### src/rtl/fu_pkg.sv
// Shared types and constants for the functional-unit scheduler.
package fu_pkg;
  localparam int DATA_W      = 8;
  localparam int MUL_LAT_DEF = 2;
  localparam int CNT_W       = 3;

  typedef enum logic [2:0] {
    OP_ADD = 3'd0,
    OP_SUB = 3'd1,
    OP_MUL = 3'd2,
    OP_AND = 3'd3,
    OP_OR  = 3'd4,
    OP_XOR = 3'd5
  } op_e;

  typedef enum logic [1:0] {
    S_IDLE,
    S_MUL_WAIT,
    S_RESP
  } state_e;
endpackage

### src/rtl/fu_rr_arbiter.sv
// Two-way round-robin arbiter; the pointer moves to the loser on each advance strobe.
module fu_rr_arbiter (
  input  logic clk,
  input  logic rst_n,
  input  logic valid0_i,
  input  logic valid1_i,
  input  logic advance_i,
  output logic grant_o
);
  logic ptr_q, ptr_d;

  always_comb begin
    if (valid0_i && valid1_i) grant_o = ptr_q;
    else                      grant_o = valid1_i;
  end

  assign ptr_d = advance_i ? ~grant_o : ptr_q;

  // NOTE: sequential state uses non-blocking assignments so every flop samples pre-edge values.
  always_ff @(posedge clk or negedge rst_n) begin
    if (!rst_n) ptr_q <= 1'b0;
    else        ptr_q <= ptr_d;
  end
endmodule

### src/rtl/fu_units.sv
// Combinational 8-bit functional units shared by the scheduler; results are modulo 2^W.
module adder #(parameter int W = 8) (
  input  logic [W-1:0] a_i,
  input  logic [W-1:0] b_i,
  output logic [W-1:0] y_o
);
  assign y_o = a_i + b_i;
endmodule

module subtractor #(parameter int W = 8) (
  input  logic [W-1:0] a_i,
  input  logic [W-1:0] b_i,
  output logic [W-1:0] y_o
);
  assign y_o = a_i - b_i;
endmodule

module multiplier #(parameter int W = 8) (
  input  logic [W-1:0] a_i,
  input  logic [W-1:0] b_i,
  output logic [W-1:0] y_o
);
  assign y_o = a_i * b_i;
endmodule

module bitwise_and #(parameter int W = 8) (
  input  logic [W-1:0] a_i,
  input  logic [W-1:0] b_i,
  output logic [W-1:0] y_o
);
  assign y_o = a_i & b_i;
endmodule

module bitwise_or #(parameter int W = 8) (
  input  logic [W-1:0] a_i,
  input  logic [W-1:0] b_i,
  output logic [W-1:0] y_o
);
  assign y_o = a_i | b_i;
endmodule

module bitwise_xor #(parameter int W = 8) (
  input  logic [W-1:0] a_i,
  input  logic [W-1:0] b_i,
  output logic [W-1:0] y_o
);
  assign y_o = a_i ^ b_i;
endmodule

### src/rtl/fu_scheduler.sv
// Two-requester scheduler for the shared functional units with a registered result slot.
// Define FU_SCHED_ILLEGAL_OP_EN to add the rsp_err port flagging opcodes 6-7.
module fu_scheduler
  import fu_pkg::*;
#(
  parameter int MUL_LAT = MUL_LAT_DEF
) (
  input  logic              clk,
  input  logic              rst_n,
  input  logic              req0_valid,
  output logic              req0_ready,
  input  logic [2:0]        req0_op,
  input  logic [DATA_W-1:0] req0_a,
  input  logic [DATA_W-1:0] req0_b,
  input  logic              req1_valid,
  output logic              req1_ready,
  input  logic [2:0]        req1_op,
  input  logic [DATA_W-1:0] req1_a,
  input  logic [DATA_W-1:0] req1_b,
  output logic              rsp_valid,
  input  logic              rsp_ready,
  output logic              rsp_id,
  output logic [DATA_W-1:0] rsp_data,
`ifdef FU_SCHED_ILLEGAL_OP_EN
  output logic              rsp_err,
`endif
  output logic              busy
);
  state_e            state_q, state_d;
  logic [CNT_W-1:0]  cnt_q, cnt_d;
  logic [DATA_W-1:0] rsp_data_q, rsp_data_d;
  logic              rsp_id_q, rsp_id_d;
  logic [DATA_W-1:0] mul_a_q, mul_a_d, mul_b_q, mul_b_d;
  logic              grant, can_accept, fire;
  logic [2:0]        sel_op;
  logic [DATA_W-1:0] sel_a, sel_b, mul_a, mul_b;
  logic [DATA_W-1:0] add_y, sub_y, mul_y, and_y, or_y, xor_y, alu_y;

  assign can_accept = (state_q == S_IDLE) || (state_q == S_RESP && rsp_ready);
  assign req0_ready = can_accept && !grant && rst_n;
  assign req1_ready = can_accept && grant && rst_n;
  assign fire       = (req0_ready && req0_valid) || (req1_ready && req1_valid);

  assign sel_op = grant ? req1_op : req0_op;
  assign sel_a  = grant ? req1_a  : req0_a;
  assign sel_b  = grant ? req1_b  : req0_b;

  fu_rr_arbiter u_arb (
    .clk       (clk),
    .rst_n     (rst_n),
    .valid0_i  (req0_valid),
    .valid1_i  (req1_valid),
    .advance_i (fire),
    .grant_o   (grant)
  );

  // A single-cycle multiply takes the live operands; longer ones read the latch.
  assign mul_a = (MUL_LAT == 1) ? sel_a : mul_a_q;
  assign mul_b = (MUL_LAT == 1) ? sel_b : mul_b_q;

  adder       #(.W(DATA_W)) u_add (.a_i(sel_a), .b_i(sel_b), .y_o(add_y));
  subtractor  #(.W(DATA_W)) u_sub (.a_i(sel_a), .b_i(sel_b), .y_o(sub_y));
  multiplier  #(.W(DATA_W)) u_mul (.a_i(mul_a), .b_i(mul_b), .y_o(mul_y));
  bitwise_and #(.W(DATA_W)) u_and (.a_i(sel_a), .b_i(sel_b), .y_o(and_y));
  bitwise_or  #(.W(DATA_W)) u_or  (.a_i(sel_a), .b_i(sel_b), .y_o(or_y));
  bitwise_xor #(.W(DATA_W)) u_xor (.a_i(sel_a), .b_i(sel_b), .y_o(xor_y));

  // NOTE: every always_comb output gets a default first so no path leaves it unassigned (no latch).
  always_comb begin
    alu_y = '0;
    case (sel_op)
      OP_ADD:  alu_y = add_y;
      OP_SUB:  alu_y = sub_y;
      OP_MUL:  alu_y = mul_y;
      OP_AND:  alu_y = and_y;
      OP_OR:   alu_y = or_y;
      OP_XOR:  alu_y = xor_y;
      default: alu_y = '0;
    endcase
  end

`ifdef FU_SCHED_ILLEGAL_OP_EN
  logic err_q, err_d;
  assign rsp_err = err_q;
`endif

  always_comb begin
    state_d    = state_q;
    cnt_d      = cnt_q;
    rsp_data_d = rsp_data_q;
    rsp_id_d   = rsp_id_q;
    mul_a_d    = mul_a_q;
    mul_b_d    = mul_b_q;
`ifdef FU_SCHED_ILLEGAL_OP_EN
    err_d      = err_q;
`endif
    case (state_q)
      S_MUL_WAIT: begin
        if (cnt_q == '0) begin
          rsp_data_d = mul_y;
          state_d    = S_RESP;
        end else begin
          cnt_d = cnt_q - CNT_W'(1);
        end
      end
      S_RESP:  if (rsp_ready) state_d = S_IDLE;
      default: ;
    endcase
    // An accept overrides the drain-to-IDLE so back-to-back ops issue every cycle.
    if (fire) begin
      rsp_id_d = grant;
`ifdef FU_SCHED_ILLEGAL_OP_EN
      err_d = (sel_op > OP_XOR);
`endif
      if (sel_op == OP_MUL && MUL_LAT > 1) begin
        mul_a_d = sel_a;
        mul_b_d = sel_b;
        cnt_d   = CNT_W'(MUL_LAT - 2);
        state_d = S_MUL_WAIT;
      end else begin
        rsp_data_d = alu_y;
        state_d    = S_RESP;
      end
    end
  end

  // NOTE: all state, including the datapath registers, is reset so the result slot reads 0 after reset.
  always_ff @(posedge clk or negedge rst_n) begin
    if (!rst_n) begin
      state_q    <= S_IDLE;
      cnt_q      <= '0;
      rsp_data_q <= '0;
      rsp_id_q   <= 1'b0;
      mul_a_q    <= '0;
      mul_b_q    <= '0;
`ifdef FU_SCHED_ILLEGAL_OP_EN
      err_q      <= 1'b0;
`endif
    end else begin
      state_q    <= state_d;
      cnt_q      <= cnt_d;
      rsp_data_q <= rsp_data_d;
      rsp_id_q   <= rsp_id_d;
      mul_a_q    <= mul_a_d;
      mul_b_q    <= mul_b_d;
`ifdef FU_SCHED_ILLEGAL_OP_EN
      err_q      <= err_d;
`endif
    end
  end

  assign rsp_valid = (state_q == S_RESP);
  assign rsp_data  = rsp_data_q;
  assign rsp_id    = rsp_id_q;
  assign busy      = (state_q != S_IDLE);
endmodule

### config.mk
export PLATFORM = sky130hd
export DESIGN_NAME = fu_scheduler
export DESIGN_NICKNAME = d
export VERILOG_FILES = /design/src/rtl/fu_pkg.sv /design/src/rtl/fu_rr_arbiter.sv /design/src/rtl/fu_units.sv /design/src/rtl/fu_scheduler.sv
export SDC_FILE = /design/constraint.sdc
export NUM_CORES = 1
export LEC_CHECK = 0
export ABC_CLOCK_PERIOD_IN_PS = 8500
export CORE_ASPECT_RATIO = 0.6
export CORE_MARGIN = 2
export CORE_UTILIZATION = 45
export CTS_CLUSTER_SIZE = 30
export DETAILED_ROUTE_END_ITERATION = 7
export PLACE_DENSITY = 0.68
export SYNTH_ARGS = -nofsm -noshare
export SYNTH_HDL_FRONTEND = slang
export SYNTH_HIERARCHICAL = 1
export SYNTH_SLANG_ARGS = --single-unit
### constraint.sdc
create_clock -name clk -period 8.5 [get_ports clk]
set_input_delay 0.85 -clock clk [delete_from_list [all_inputs] [get_ports clk]]
set_output_delay 0.85 -clock clk [all_outputs]
set_load 0.005 [all_outputs]
== Word level (Yosys, flattened, before mapping) ==
Cells that the tools add are included.

* Order comparisons: 0
* Bitwise gates (word level): 4
* Reductions and logical operators: 18
* Mux-type cells: 18
* Add/subtract/negate cells: 3
* $mul: 1
* Eq/ne operators: 9
* Shift operators: 0
* Divide/modulo/power cells: 0

{| class="wikitable"
|+ Operators with widths
! operator !! number
|-
| 8-bit 2-to-1 mux || 6
|-
| 8-bit one-hot mux with 5 select lines || 1
|-
| 3-bit 2-to-1 mux || 5
|-
| 8-bit adder || 1
|-
| 8-bit AND || 1
|-
| 1-bit logical AND || 8
|-
| 8-bit by 8-bit multiplier with 8-bit output || 1
|-
| 2-bit 2-to-1 mux || 4
|-
| 8-bit bitwise OR || 1
|-
| 8-bit subtractor || 1
|-
| 8-bit XOR || 1
|-
| 3-bit by 2-bit == test with 1-bit output (second input constant) || 2
|-
| 3-bit == test (second input constant) || 2
|-
| 3-bit zero test || 2
|-
| 2-bit one-hot mux with 2 select lines || 1
|-
| 3-bit by 1-bit == test with 1-bit output (second input constant) || 1
|-
| 3-bit by 1-bit inequality test with 1-bit output (second input constant) || 1
|-
| 3-bit by 2-bit inequality test with 1-bit output (second input constant) || 1
|-
| 3-bit AND reduction || 1
|-
| 3-bit nonzero test || 1
|-
| 3-bit by 1-bit subtractor with 3-bit output (second input constant) || 1
|-
| 2-bit by 1-bit == test with 1-bit output (second input constant) || 1
|-
| 2-bit == test (second input constant) || 1
|-
| 2-bit zero test || 1
|-
| 6 further kinds || 7
|}

* Bits in latches: 0
* Logic and storage cells: 60
* RAM bits: 0
* Memories kept: 0
* ROM bits: 0
* Bits in registers: 31

== Logic depth before layout (Yosys ltp) ==
Gate-level depths: netlist of run 1.

* Depth in word-level cells: 9
* Gate-level depth with buffers: 16

== Modules after synthesis ==
Netlist of run 1, hierarchy kept.

{| class="wikitable"
|+ Modules (own cells, without submodules)
! module !! cells each !! area an instance (um^2) !! instances !! sequential area each (um^2)
|-
| fu_scheduler || 181 || 2031.9 || 1 || 750.7
|-
| multiplier || 101 || 888.4 || 1 || 0.0
|-
| adder || 42 || 331.6 || 1 || 0.0
|-
| subtractor || 48 || 327.8 || 1 || 0.0
|-
| bitwise_xor || 8 || 70.1 || 1 || 0.0
|-
| fu_rr_arbiter || 5 || 56.3 || 1 || 25.0
|-
| bitwise_and || 8 || 50.0 || 1 || 0.0
|-
| bitwise_or || 8 || 50.0 || 1 || 0.0
|}

== Least setup slack after synthesis of run 1 ==
OpenSTA, ideal clock, no wires.

* Path type: register to register
* Start point: register mul_b_q[2] (netlist: mul_b[2])
* End point: register rsp_data_q[7] (netlist: rsp_data[7])
* Clock period less this slack: 3.885 ns
* Stages on the path, launching flop included: 14
* Data required time: 8.359 ns
* Setup time: 0.141 ns
* Arrival: 3.745 ns
* Slack: 4.615 ns
* Cell sequence: dfrtp_1 -> and2_2 -> fa_1 -> inv_1 -> fa_1 -> fa_1 -> fa_1 -> inv_1 -> ha_1 -> a21oi_1 -> xnor3_1 -> xnor3_1 -> mux2i_1 -> o221ai_1

* Longest elaborated chain between the ends: 5

{| class="wikitable"
|+ RTL lines
! element !! RTL line !! RTL
|-
| start, declared || fu_scheduler.sv:33 || <nowiki>logic [DATA_W-1:0] mul_a_q, mul_a_d, mul_b_q, mul_b_d;</nowiki>
|-
| start signal, assigned || fu_scheduler.sv:145 || <nowiki>mul_b_q <= mul_b_d;</nowiki>
|-
| 8-bit by 8-bit multiplier with 8-bit output (*) || fu_units.sv:23 || <nowiki>assign y_o = a_i * b_i;</nowiki>
|-
| named net mul_y[7] || fu_scheduler.sv:37 || <nowiki>logic [DATA_W-1:0] add_y, sub_y, mul_y, and_y, or_y, xor_y, alu_y;</nowiki>
|-
| 8-bit 2-to-1 mux (*) || fu_scheduler.sv:99 || <nowiki>if (cnt_q == '0) begin</nowiki>
|-
| 8-bit 2-to-1 mux (*) || fu_scheduler.sv:97 || <nowiki>case (state_q)</nowiki>
|-
| 8-bit 2-to-1 mux || fu_scheduler.sv:115 || <nowiki>if (sel_op == OP_MUL && MUL_LAT > 1) begin</nowiki>
|-
| 8-bit 2-to-1 mux (*) || fu_scheduler.sv:110 || <nowiki>if (fire) begin</nowiki>
|-
| named net rsp_data_d[7] || fu_scheduler.sv:31 || <nowiki>logic [DATA_W-1:0] rsp_data_q, rsp_data_d;</nowiki>
|-
| end signal, assigned || fu_scheduler.sv:142 || <nowiki>rsp_data_q <= rsp_data_d;</nowiki>
|-
| end, declared || fu_scheduler.sv:31 ||
|}

The timed path passes the listed nets; every way through them passes the cells marked *.
A chain may end at the register's enable or synchronous reset.

== Worst setup path in the final report of run 1 ==
* Start point: input port req0_valid
* End point: register rsp_data_q[6] (netlist: rsp_data[6])

{| class="wikitable"
|+ RTL lines
! element !! RTL line !! RTL
|-
| start, declared || fu_scheduler.sv:10 || <nowiki>input logic req0_valid,</nowiki>
|-
| 1-bit logical AND || fu_rr_arbiter.sv:13 || <nowiki>if (valid0_i && valid1_i) grant_o = ptr_q;</nowiki>
|-
| 1-bit 2-to-1 mux || fu_rr_arbiter.sv:13 ||
|-
| named net grant || fu_scheduler.sv:34 || <nowiki>logic grant, can_accept, fire;</nowiki>
|-
| 8-bit 2-to-1 mux || fu_scheduler.sv:45 || <nowiki>assign sel_a = grant ? req1_a : req0_a;</nowiki>
|-
| named net sel_a[0] || fu_scheduler.sv:36 || <nowiki>logic [DATA_W-1:0] sel_a, sel_b, mul_a, mul_b;</nowiki>
|-
| 8-bit subtractor || fu_units.sv:15 || <nowiki>assign y_o = a_i - b_i;</nowiki>
|-
| named net sub_y[6] || fu_scheduler.sv:37 ||
|-
| 8-bit one-hot mux with 5 select lines || fu_scheduler.sv:71 || <nowiki>case (sel_op)</nowiki>
|-
| 8-bit 2-to-1 mux || fu_scheduler.sv:115 ||
|-
| 8-bit 2-to-1 mux || fu_scheduler.sv:110 ||
|-
| named net rsp_data_d[6] || fu_scheduler.sv:31 ||
|}

The timed path passes the listed nets, and every way through them passes these cells.

==> impl_metrics.env, run 1 <==
export IMPL_cp_slowest_cell="and2_2"
export IMPL_path_clk_slew_ps=60
export IMPL_status="completed"
export IMPL_final_hold_viol_count=0
export IMPL_path_cells="clkdlybuf4s50_1 -> nand2b_4 -> and2_2 -> mux2_2 -> inv_1 -> ha_1 -> inv_1 -> fa_1 -> a21oi_1 -> o211ai_1 -> a21oi_1 -> xnor2_1 -> mux4_2 -> nand3_1 -> o211ai_1"
export IMPL_grt_max_degree=33
export IMPL_cap_violations=0
export IMPL_drc=0
export IMPL_cp_max_fo=29
export IMPL_crit_type="primary input to flop"
export IMPL_vdd_ir_drop_max_mv=0.195
export IMPL_rows=25
export IMPL_dp_cells=554
export IMPL_port_buffer_count=55
export IMPL_synth_flop_cell="dfrtp_1"
export IMPL_grt_overflow_total=0
export IMPL_cts_inserted_buffers=5
export IMPL_die_h_microns=75.2
export IMPL_syn_nets=490
export IMPL_antenna_left=0
export IMPL_clockBufferDepth=2
export IMPL_yosysSeqAreaShare=0.204
export IMPL_synth_area_sq_um=3810
export IMPL_final_nets=542
export IMPL_rsz0062_at_grt="false"
export IMPL_cts_setup_buffers=0
export IMPL_reg2reg_from="mul_b[2]"
export IMPL_synthArstFlopShare=1.00
export IMPL_clkLatencyLatePin_ps=280
export IMPL_tritoncts="done"
export IMPL_synth_warning_count=6
export IMPL_grt_pass1_wl_microns=16300
export IMPL_r2r_end="rsp_data[7]"
export IMPL_area_growth_pct=21.0
export IMPL_cp_arrival_ps=4520
export IMPL_reg2reg_depth=13
export IMPL_final_setup_viol_count=0
export IMPL_p_total_mw=1.41
export IMPL_powerDensity_nw_per_um2=307
export IMPL_start_kind="primary input"
export IMPL_worst_pin_slew_ps=932
export IMPL_hold_path_depth=1
export IMPL_ys_ff_latch=31
export IMPL_boundaryPins=56
export IMPL_drt_initial_drc_count=248
export IMPL_htree_num_levels=2
export IMPL_synth_avg_cell_area_sq_um=9.49
export IMPL_fin_crit_sh=0.517
export IMPL_grt_pass1_vias=3110
export IMPL_gp_congestion=0.953
export IMPL_drt_first_pass_iters=5
export IMPL_drive_above_1_share=0.115
export IMPL_hold_path_class="flop to flop"
export IMPL_skew_ps=9.21
export IMPL_num_vias=3201
export IMPL_drv_slew=0
export IMPL_cts_hold_fix_buffers=0
export IMPL_wl_per_cell_microns=18.0
export IMPL_antenna_found_initial=0
export IMPL_ys_types=66
export IMPL_r2r_slack_ps=4210
export IMPL_cts_sinks=31
export IMPL_post_dp_hpwl_microns=7840
export IMPL_required_ps=8630
export IMPL_fin_crit_ps=4390
export IMPL_fmax_mhz=228
export IMPL_post_route_util=0.573
export IMPL_worstHoldStart="mul_b[7]"
export IMPL_root_buffer="clkbuf_16"
export IMPL_die_area_sq_um=9230
export IMPL_p_leak_nw=2.03
export IMPL_ctsResizeCount=0
export IMPL_syn_inst=401
export IMPL_setup_tns_final_ps=0
export IMPL_crit_path_end_kind="flop"
export IMPL_slew_headroom=0.366
export IMPL_core_area_sq_um=8040
export IMPL_holdPathEnd="mul_b[7]"
export IMPL_max_stage_delay_ps=620
export IMPL_setup_ws_ps=4110
export IMPL_post_place_ws_ps=3850
export IMPL_die_w_microns=123
export IMPL_finalWirelength_microns=10100
export IMPL_n_antenna_cell=0
export IMPL_start_util=0.473
export IMPL_final_cells=562
export IMPL_grt_total_usage=0.233
export IMPL_synth_edff_count=0
export IMPL_viasPerCell=5.70
==> how the worst max path moves through the flow <==
stage                from  cells after the start          end
5_1_grt        req0_valid                     15  rsp_data[6]
2_1_floorplan    mul_b[2]                     13  rsp_data[7]
3_3_place_gp   req0_valid                     15  rsp_data[6]
3_5_place_dp   req0_valid                     15  rsp_data[6]
4_1_cts        req0_valid                     15  rsp_data[6]
6_report       req0_valid                     15  rsp_data[6]
==> state kept, by name, indices dropped and copies added (netlist names) <==
name / cells
cnt_q: 3
mul_a: 8
mul_b: 8
rsp_data: 8
rsp_id: 1
state_q: 2
u_arb/ptr_q: 1
==> synth_stat cells (2+ instances only) <==
cell       count  area, sq um
and2_1        26          163
and3_1         6         37.5
or2_1          8         50.1
mux2_2        25          282
a22oi_1        6         45.0
o21ai_0        4         20.0
a21o_1         4         30.0
xnor2_1       16          140
nor2b_1        7         43.8
ha_1          32          400
o211ai_1       5         37.5
nand4_1        2         12.5
a21oi_1       14         70.1
o221ai_1       7         61.3
nor4_1         2         12.5
nand2b_1       4         25.0
nor3_1         3         15.0
mux2_1        15          169
buf_6          3         33.8
dfrtp_1       31          776
xnor3_1        2         45.0
nand2_1       23         86.3
o2111ai_1      7         61.3
xor2_1        13          114
mux2i_1       12          120
inv_1         40          150
nor2_1        12         45.0
fa_1          14          280
a211oi_1       2         15.0
clkbuf_1       6         22.5
nor3b_1        8         60.1
buf_4          2         15.0
nand3b_1       3         22.5
nand2_2        2         12.5
and2_2         4         30.0
==> per-layer routing <==
metal	global-route usage	wire length, microns	vias up
met4	0.0345	23	0
met3	0.0545	761	2
li1	-	-	1515
met2	0.363	4360	117
met5	0	0	-
met1	0.339	4970	1567
==> report_power, final <==
part | total (mW) | internal [mW] | switching [mW]
Clock | 0.211 | 0.146 | 0.0656
Sequential | 0.301 | 0.215 | 0.0855
Combinational | 0.900 | 0.457 | 0.443
==> cell usage in the layout (no fill, tap or decap), types with 2 or more instances in the layout <==
cell type        synthesis  layout
a211oi_1                 2       2
a21o_1                   4       4
a21oi_1                 14      14
a22oi_1                  6       6
and2_1                  26      26
and2_2                   4       4
and3_1                   6       6
buf_4                    2       2
clkbuf_16                0       5
clkdlybuf4s50_1          0      55
dfrtp_1                 31      31
fa_1                    14      14
ha_1                    32      32
inv_1                   40      40
mux2_1                  15      15
mux2_2                  25      25
mux2i_1                 12      12
nand2_1                 23      23
nand2_2                  2       2
nand2b_1                 4       4
nand3b_1                 3       3
nand4_1                  2       2
nor2_1                  12      12
nor2b_1                  7       7
nor3_1                   3       3
nor3b_1                  8       8
nor4_1                   2       2
o2111ai_1                7       7
o211ai_1                 5       5
o21ai_0                  4       4
o221ai_1                 7       7
or2_1                    8       8
xnor2_1                 16      16
xnor3_1                  2       2
xor2_1                  13      13
==> cells by family after synthesis <==
logic type | share of synthesized area
and+or+nand+nor | 0.193
AOI/OAI and AO/OA | 0.123
muxes | 0.159
buffers and inverters | 0.0595
adders and majority gates | 0.179
xor gates and xnor gates | 0.0828
DFF | 0.204
==> cell type report <==
cell class	instances	area [sq um]
inverter	40	150
sequential	31	776
clock buffer	6	139
multi-input combinational	318	2800
clock inverter	2	35.0
timing repair buffer	57	566
tap	108	135
fill	714	3430
==> worst max-delay path, delay by kind of cell <==
kind / cells / cell delay, ps
adders and majority gates: 2 / 590
muxes: 2 / 930
buffers and inverters: 3 / 610
AOI/OAI and AO/OA: 4 / 620
xor gates and xnor gates: 1 / 110
and+or+nand+nor: 3 / 810
==> metrics by stage <==
stage          instance area (sq um)  hold slack, ps
2_1_floorplan                   3810             473
3_3_place_gp                    4430             493
3_5_place_dp                    4430             501
4_1_cts                         4600             514
5_1_grt                         4600             544
6_report                        4600             512
(Power assumes the default switching activity.)
==> inputs of run 2 (changes only) <==
--- a/config.mk
+++ b/config.mk
@@ -5,13 +5,13 @@
 export SDC_FILE = /design/constraint.sdc
 export NUM_CORES = 1
 export LEC_CHECK = 0
-export ABC_CLOCK_PERIOD_IN_PS = 8500
+export ABC_CLOCK_PERIOD_IN_PS = 3800
 export CORE_ASPECT_RATIO = 0.6
 export CORE_MARGIN = 2
 export CORE_UTILIZATION = 45
 export CTS_CLUSTER_SIZE = 30
 export DETAILED_ROUTE_END_ITERATION = 7
-export PLACE_DENSITY = 0.68
+export PLACE_DENSITY = 0.71
 export SYNTH_ARGS = -nofsm -noshare
 export SYNTH_HDL_FRONTEND = slang
 export SYNTH_HIERARCHICAL = 1
==> constraint.sdc (replaced) <==
create_clock -name clk -period 3.8 [get_ports clk]
set_input_delay 0.38 -clock clk [delete_from_list [all_inputs] [get_ports clk]]
set_output_delay 0.38 -clock clk [all_outputs]
set_load 0.005 [all_outputs]
==> run 2 against run 1 <==
Against the previous run:
- count of clock-buffer cells in the layout stayed put
- sequential cell count unchanged
- register-to-register slack lost 4200 ps
- worst setup slack lost 4100 ps
- non-clock buffer count rose by 30
- cell count is 5.3% higher
- total power up 150%
- first-iteration DRC count is 28% lower
==> impl_metrics.env, run 2 (synthesis results as in run 1) <==
export IMPL_status="completed"
export IMPL_fin_crit_ps=3780
export IMPL_clockBufferDepth=2
export IMPL_start_kind="flop"
export IMPL_htree_num_levels=2
export IMPL_grt_pass1_wl_microns=16100
export IMPL_p_leak_nw=2.17
export IMPL_core_area_sq_um=8040
export IMPL_stdcell_area_sq_um=4880
export IMPL_grt_overflow_total=0
export IMPL_final_cells=592
export IMPL_skew_ps=5.56
export IMPL_clkLatencyLatePin_ps=280
export IMPL_final_common_cell="clkdlybuf4s50_1"
export IMPL_fmax_mhz=264
export IMPL_cp_arrival_ps=3900
export IMPL_crit_path_end_kind="flop"
export IMPL_hold_path_class="flop to flop"
export IMPL_cp_slowest_cell="fa_1"
export IMPL_cts_hold_fix_buffers=0
export IMPL_wl_per_cell_microns=17.6
export IMPL_fin_crit_sh=0.996
export IMPL_vdd_ir_drop_max_mv=0.338
export IMPL_final_nets=572
export IMPL_tritoncts="done"
export IMPL_cts_sinks=31
export IMPL_rsz0062_at_grt="true"
export IMPL_grt_pass1_vias=3136
export IMPL_post_dp_hpwl_microns=8370
export IMPL_n_fill_cell=714
export IMPL_cp_max_fo=4
export IMPL_wl_met1_microns=5110
export IMPL_max_stage_delay_ps=530
export IMPL_path_cells="and2_4 -> fa_2 -> inv_2 -> fa_1 -> fa_1 -> fa_1 -> inv_2 -> ha_4 -> a21oi_2 -> xnor3_1 -> xnor3_1 -> mux2i_1 -> o221ai_1"
export IMPL_p_total_mw=3.47
export IMPL_grt_total_usage=0.234
export IMPL_boundaryPins=56
export IMPL_die_h_microns=75.2
export IMPL_slew_headroom=0.489
export IMPL_port_buffer_count=55
export IMPL_area_growth_pct=28.2
export IMPL_path_delay_family="adder cells"
export IMPL_r2r_slack_ps=20
export IMPL_whs_ps=502
export IMPL_cts_inserted_buffers=5
export IMPL_antenna_found_initial=0
export IMPL_place_area_sq_um=4640
export IMPL_cap_violations=0
export IMPL_die_w_microns=123
export IMPL_die_area_sq_um=9230
export IMPL_drt_initial_drc_count=178
export IMPL_root_buffer="clkbuf_16"
export IMPL_dr_wl_met2_microns=4440
export IMPL_dp_cells=580
export IMPL_dr_wl_met3_microns=725
export IMPL_start_util=0.473
export IMPL_viasPerCell=5.57
export IMPL_drt_first_pass_iters=4
export IMPL_crit_top_cell="fa_1"
export IMPL_drive_above_1_share=0.198
export IMPL_required_ps=3920
export IMPL_gp_congestion=0.870
export IMPL_drc=0
export IMPL_drv_slew=0
export IMPL_worst_path_buf_inv=2
export IMPL_n_antenna_cell=0
export IMPL_antenna_left=0
export IMPL_post_route_util=0.607
export IMPL_final_setup_viol_count=0
export IMPL_rows=25
export IMPL_path_clk_slew_ps=50
export IMPL_crit_type="flop to flop"
export IMPL_grt_max_degree=32
export IMPL_final_hold_viol_count=0
export IMPL_finalWirelength_microns=10400
export IMPL_num_vias=3299
export IMPL_most_common_layout_cells="clkdlybuf4s50_1, inv_1, buf_4"
export IMPL_worst_pin_slew_ps=746
export IMPL_highest_layer="met4"
export IMPL_powerDensity_nw_per_um2=711
==> run 2: cell type report <==
class	instances	area, sq um	area share
multi-input cells	318	2850	0.583
repair buffers	87	795	0.163
well taps	108	135	0.0277
clock inverters	2	35.0	0.00718
flip-flops and latches	31	778	0.160
clock buffers	6	139	0.0285
inverters	40	150	0.0308
==> run 2: worst paths after layout <==
path,end,cells past startpoint,startpoint
worst max-delay path,rsp_data[7],13,mul_a[2]
worst min-delay path,mul_b[6],1,mul_b[6]
worst max register to register,rsp_data[7],13,mul_a[2]
worst min register to register,mul_b[6],1,mul_b[6]
max in group asynchronous,mul_b[2],2,rst_n
min in group asynchronous,state_q[0],2,rst_n
==> run 2: repair_timing <==
action / CTS / global route
pin swaps: 7 / 8
buffers inserted: 1 / 3
gates resized for setup: 5 / 9
endpoints found under the setup margin: 1 / 1
==> run 2: stage by stage <==
step / setup WS [ps] / setup TNS (ps)
final: 15.8 / 0
after global routing: -68.8 / -68.8
after CTS: 24.1 / 0
after detailed placement: -140 / -163
after global placement: -60.6 / -64.9
after floorplan: 64.2 / 0
==> run 2: power by group <==
group	internal [mW]	total, mW	switching (mW)
clock	0.325	0.469	0.144
combinational	1.26	2.36	1.09
sequential	0.484	0.642	0.159
==> run 2: per-layer routing <==
layer,global-route usage,vias to the layer above
li1,-,1580
met2,0.357,99
met5,0,-
met4,0.0549,0
met1,0.341,1608
met3,0.0508,12
==> inputs of run 3 (changes only) <==
--- a/config.mk
+++ b/config.mk
@@ -8,10 +8,10 @@
 export ABC_CLOCK_PERIOD_IN_PS = 3800
 export CORE_ASPECT_RATIO = 0.6
 export CORE_MARGIN = 2
-export CORE_UTILIZATION = 45
+export CORE_UTILIZATION = 51
 export CTS_CLUSTER_SIZE = 30
 export DETAILED_ROUTE_END_ITERATION = 7
-export PLACE_DENSITY = 0.71
+export PLACE_DENSITY = 0.79
 export SYNTH_ARGS = -nofsm -noshare
 export SYNTH_HDL_FRONTEND = slang
 export SYNTH_HIERARCHICAL = 1
==> run 3 against run 2 <==
Against the previous run:
- critical path type unchanged
- sequential cell count unchanged
- total power down 1.4%
- via count up 2.2%
- register-to-register slack about the same
- global-route usage up 3.0 points
==> impl_metrics.env, run 3 (synthesis results as in run 1) <==
export IMPL_comb_power_share=0.695
export IMPL_reg2reg_depth=15
export IMPL_required_ps=3920
export IMPL_finalWirelength_microns=10300
export IMPL_max_stage_delay_ps=550
export IMPL_boundaryPins=56
export IMPL_crit_top_cell="fa_1"
export IMPL_grt_pass1_wl_microns=16800
export IMPL_p_sw_mw=1.42
export IMPL_powerDensity_nw_per_um2=706
export IMPL_clkPwrFrac=0.114
export IMPL_antenna_found_initial=0
export IMPL_fmax_mhz=265
export IMPL_cell_internal_pwr_mw=2.00
export IMPL_port_buffer_count=55
export IMPL_cp_max_fo=4
export IMPL_whs_ps=506
export IMPL_fin_crit_sh=0.993
export IMPL_hold_path_depth=1
export IMPL_slew_headroom=0.519
export IMPL_drv_slew=0
export IMPL_drive_above_1_share=0.200
export IMPL_p_total_mw=3.42
export IMPL_cap_violations=0
export IMPL_most_common_layout_cells="clkdlybuf4s50_1, inv_1, ha_1"
export IMPL_post_dp_hpwl_microns=8140
export IMPL_num_vias=3370
export IMPL_fin_crit_ps=3770
export IMPL_viasPerCell=5.77
export IMPL_grt_overflow_total=0
export IMPL_clkLatencyLatePin_ps=270
export IMPL_root_buffer="clkbuf_16"
export IMPL_rsz0062_at_grt="true"
export IMPL_vdd_ir_drop_max_mv=0.366
export IMPL_path_clk_slew_ps=50
export IMPL_clockBufferDepth=2
export IMPL_core_area_sq_um=7240
export IMPL_die_h_microns=70.9
export IMPL_start_kind="flop"
export IMPL_grt_pass1_vias=3336
export IMPL_path_delay_family="adder cells"
export IMPL_drt_initial_drc_count=266
export IMPL_rows=24
export IMPL_path_cells="buf_4 -> nand2_2 -> fa_1 -> inv_1 -> ha_4 -> inv_2 -> fa_1 -> fa_1 -> inv_2 -> ha_4 -> a21oi_4 -> xnor3_1 -> xnor3_1 -> mux2i_1 -> o221ai_1"
export IMPL_n_antenna_cell=0
export IMPL_worst_pin_slew_ps=702
export IMPL_final_setup_viol_count=0
export IMPL_path_depth=15
export IMPL_n_fill_cell=571
export IMPL_post_route_util=0.669
export IMPL_cts_sinks=31
export IMPL_final_common_cell="clkdlybuf4s50_1"
export IMPL_grt_max_degree=32
export IMPL_worst_path_buf_inv=4
export IMPL_die_area_sq_um=8190
export IMPL_p_leak_nw=2.14
export IMPL_cts_hold_fix_buffers=0
export IMPL_wl_per_cell_microns=17.6
export IMPL_p_sw_frac=0.414
export IMPL_pwr_share_seq=0.191
export IMPL_crit_type="flop to flop"
export IMPL_drc=0
export IMPL_gp_congestion=0.926
export IMPL_setup_tns_final_ps=0
export IMPL_tritoncts="done"
export IMPL_die_w_microns=116
export IMPL_antenna_left=0
export IMPL_drt_first_pass_iters=5
export IMPL_skew_ps=5.56
export IMPL_grt_total_usage=0.264
export IMPL_htree_num_levels=2
export IMPL_status="completed"
export IMPL_cts_inserted_buffers=5
export IMPL_crit_path_end_kind="flop"
export IMPL_hold_path_class="flop to flop"
export IMPL_final_nets=569
export IMPL_cp_arrival_ps=3900
export IMPL_start_util=0.526
export IMPL_final_hold_viol_count=0
export IMPL_area_growth_pct=27.1
export IMPL_cp_slowest_cell="fa_1"
[run 3: metal layers]
layer | vias up | wire [microns] | GRT usage
met1 | 1646 | 4720 | 0.386
met5 | - | 0 | 0
met3 | 8 | 915 | 0.0626
li1 | 1575 | - | -
met4 | 0 | 72 | 0.0295
met2 | 141 | 4590 | 0.414
[run 3: worst paths after layout]
| check | start | end | slack [ps] |
|---|---|---|---|
| max | mul_b[2] | rsp_data[7] | 30 |
| min | mul_a[7] | mul_a[7] | 510 |
| max reg2reg | mul_b[2] | rsp_data[7] | 30 |
| min reg2reg | mul_a[7] | mul_a[7] | 510 |
| max in group asynchronous | rst_n | mul_b[3] | 2940 |
| min in group asynchronous | rst_n | state_q[0] | 530 |
[run 3: power by group through the flow]
stage,Clock [mW],Sequential [mW],Combinational [mW]
floorplan,0,0.597,1.54
global placement,0,0.640,2.11
detailed placement,0,0.645,2.22
CTS,0.394,0.639,2.32
global route,0.410,0.680,2.64
finish,0.388,0.653,2.38
[run 3: area by class of cell]
| type | instances | area (sq um) | share of cell area |
|---|---|---|---|
| Multi-Input combinational cell | 318 | 2860 | 0.590 |
| Sequential cell | 31 | 782 | 0.162 |
| Timing Repair Buffer | 84 | 776 | 0.160 |
| Inverter | 40 | 150 | 0.0310 |
| Clock buffer | 6 | 139 | 0.0287 |
| Tap cell | 104 | 130 | 0.0269 |
| Clock inverter | 1 | 5.00 | 0.00103 |
[run 3: timing repair]
item	in CTS	in global routing
resized for setup	6	14
endpoints found under the setup margin	1	1
pin swaps	3	7
setup buffers	3	0
[run 3: per-stage QoR]
stage	area, sq um	worst slack [ps]	instances
after floorplan	3820	64.2	401
after global placement	4620	-72.6	574
after detailed placement	4620	-230	574
after CTS	4800	0.266	584
after global routing	4840	-186	584
final	4840	25.1	584
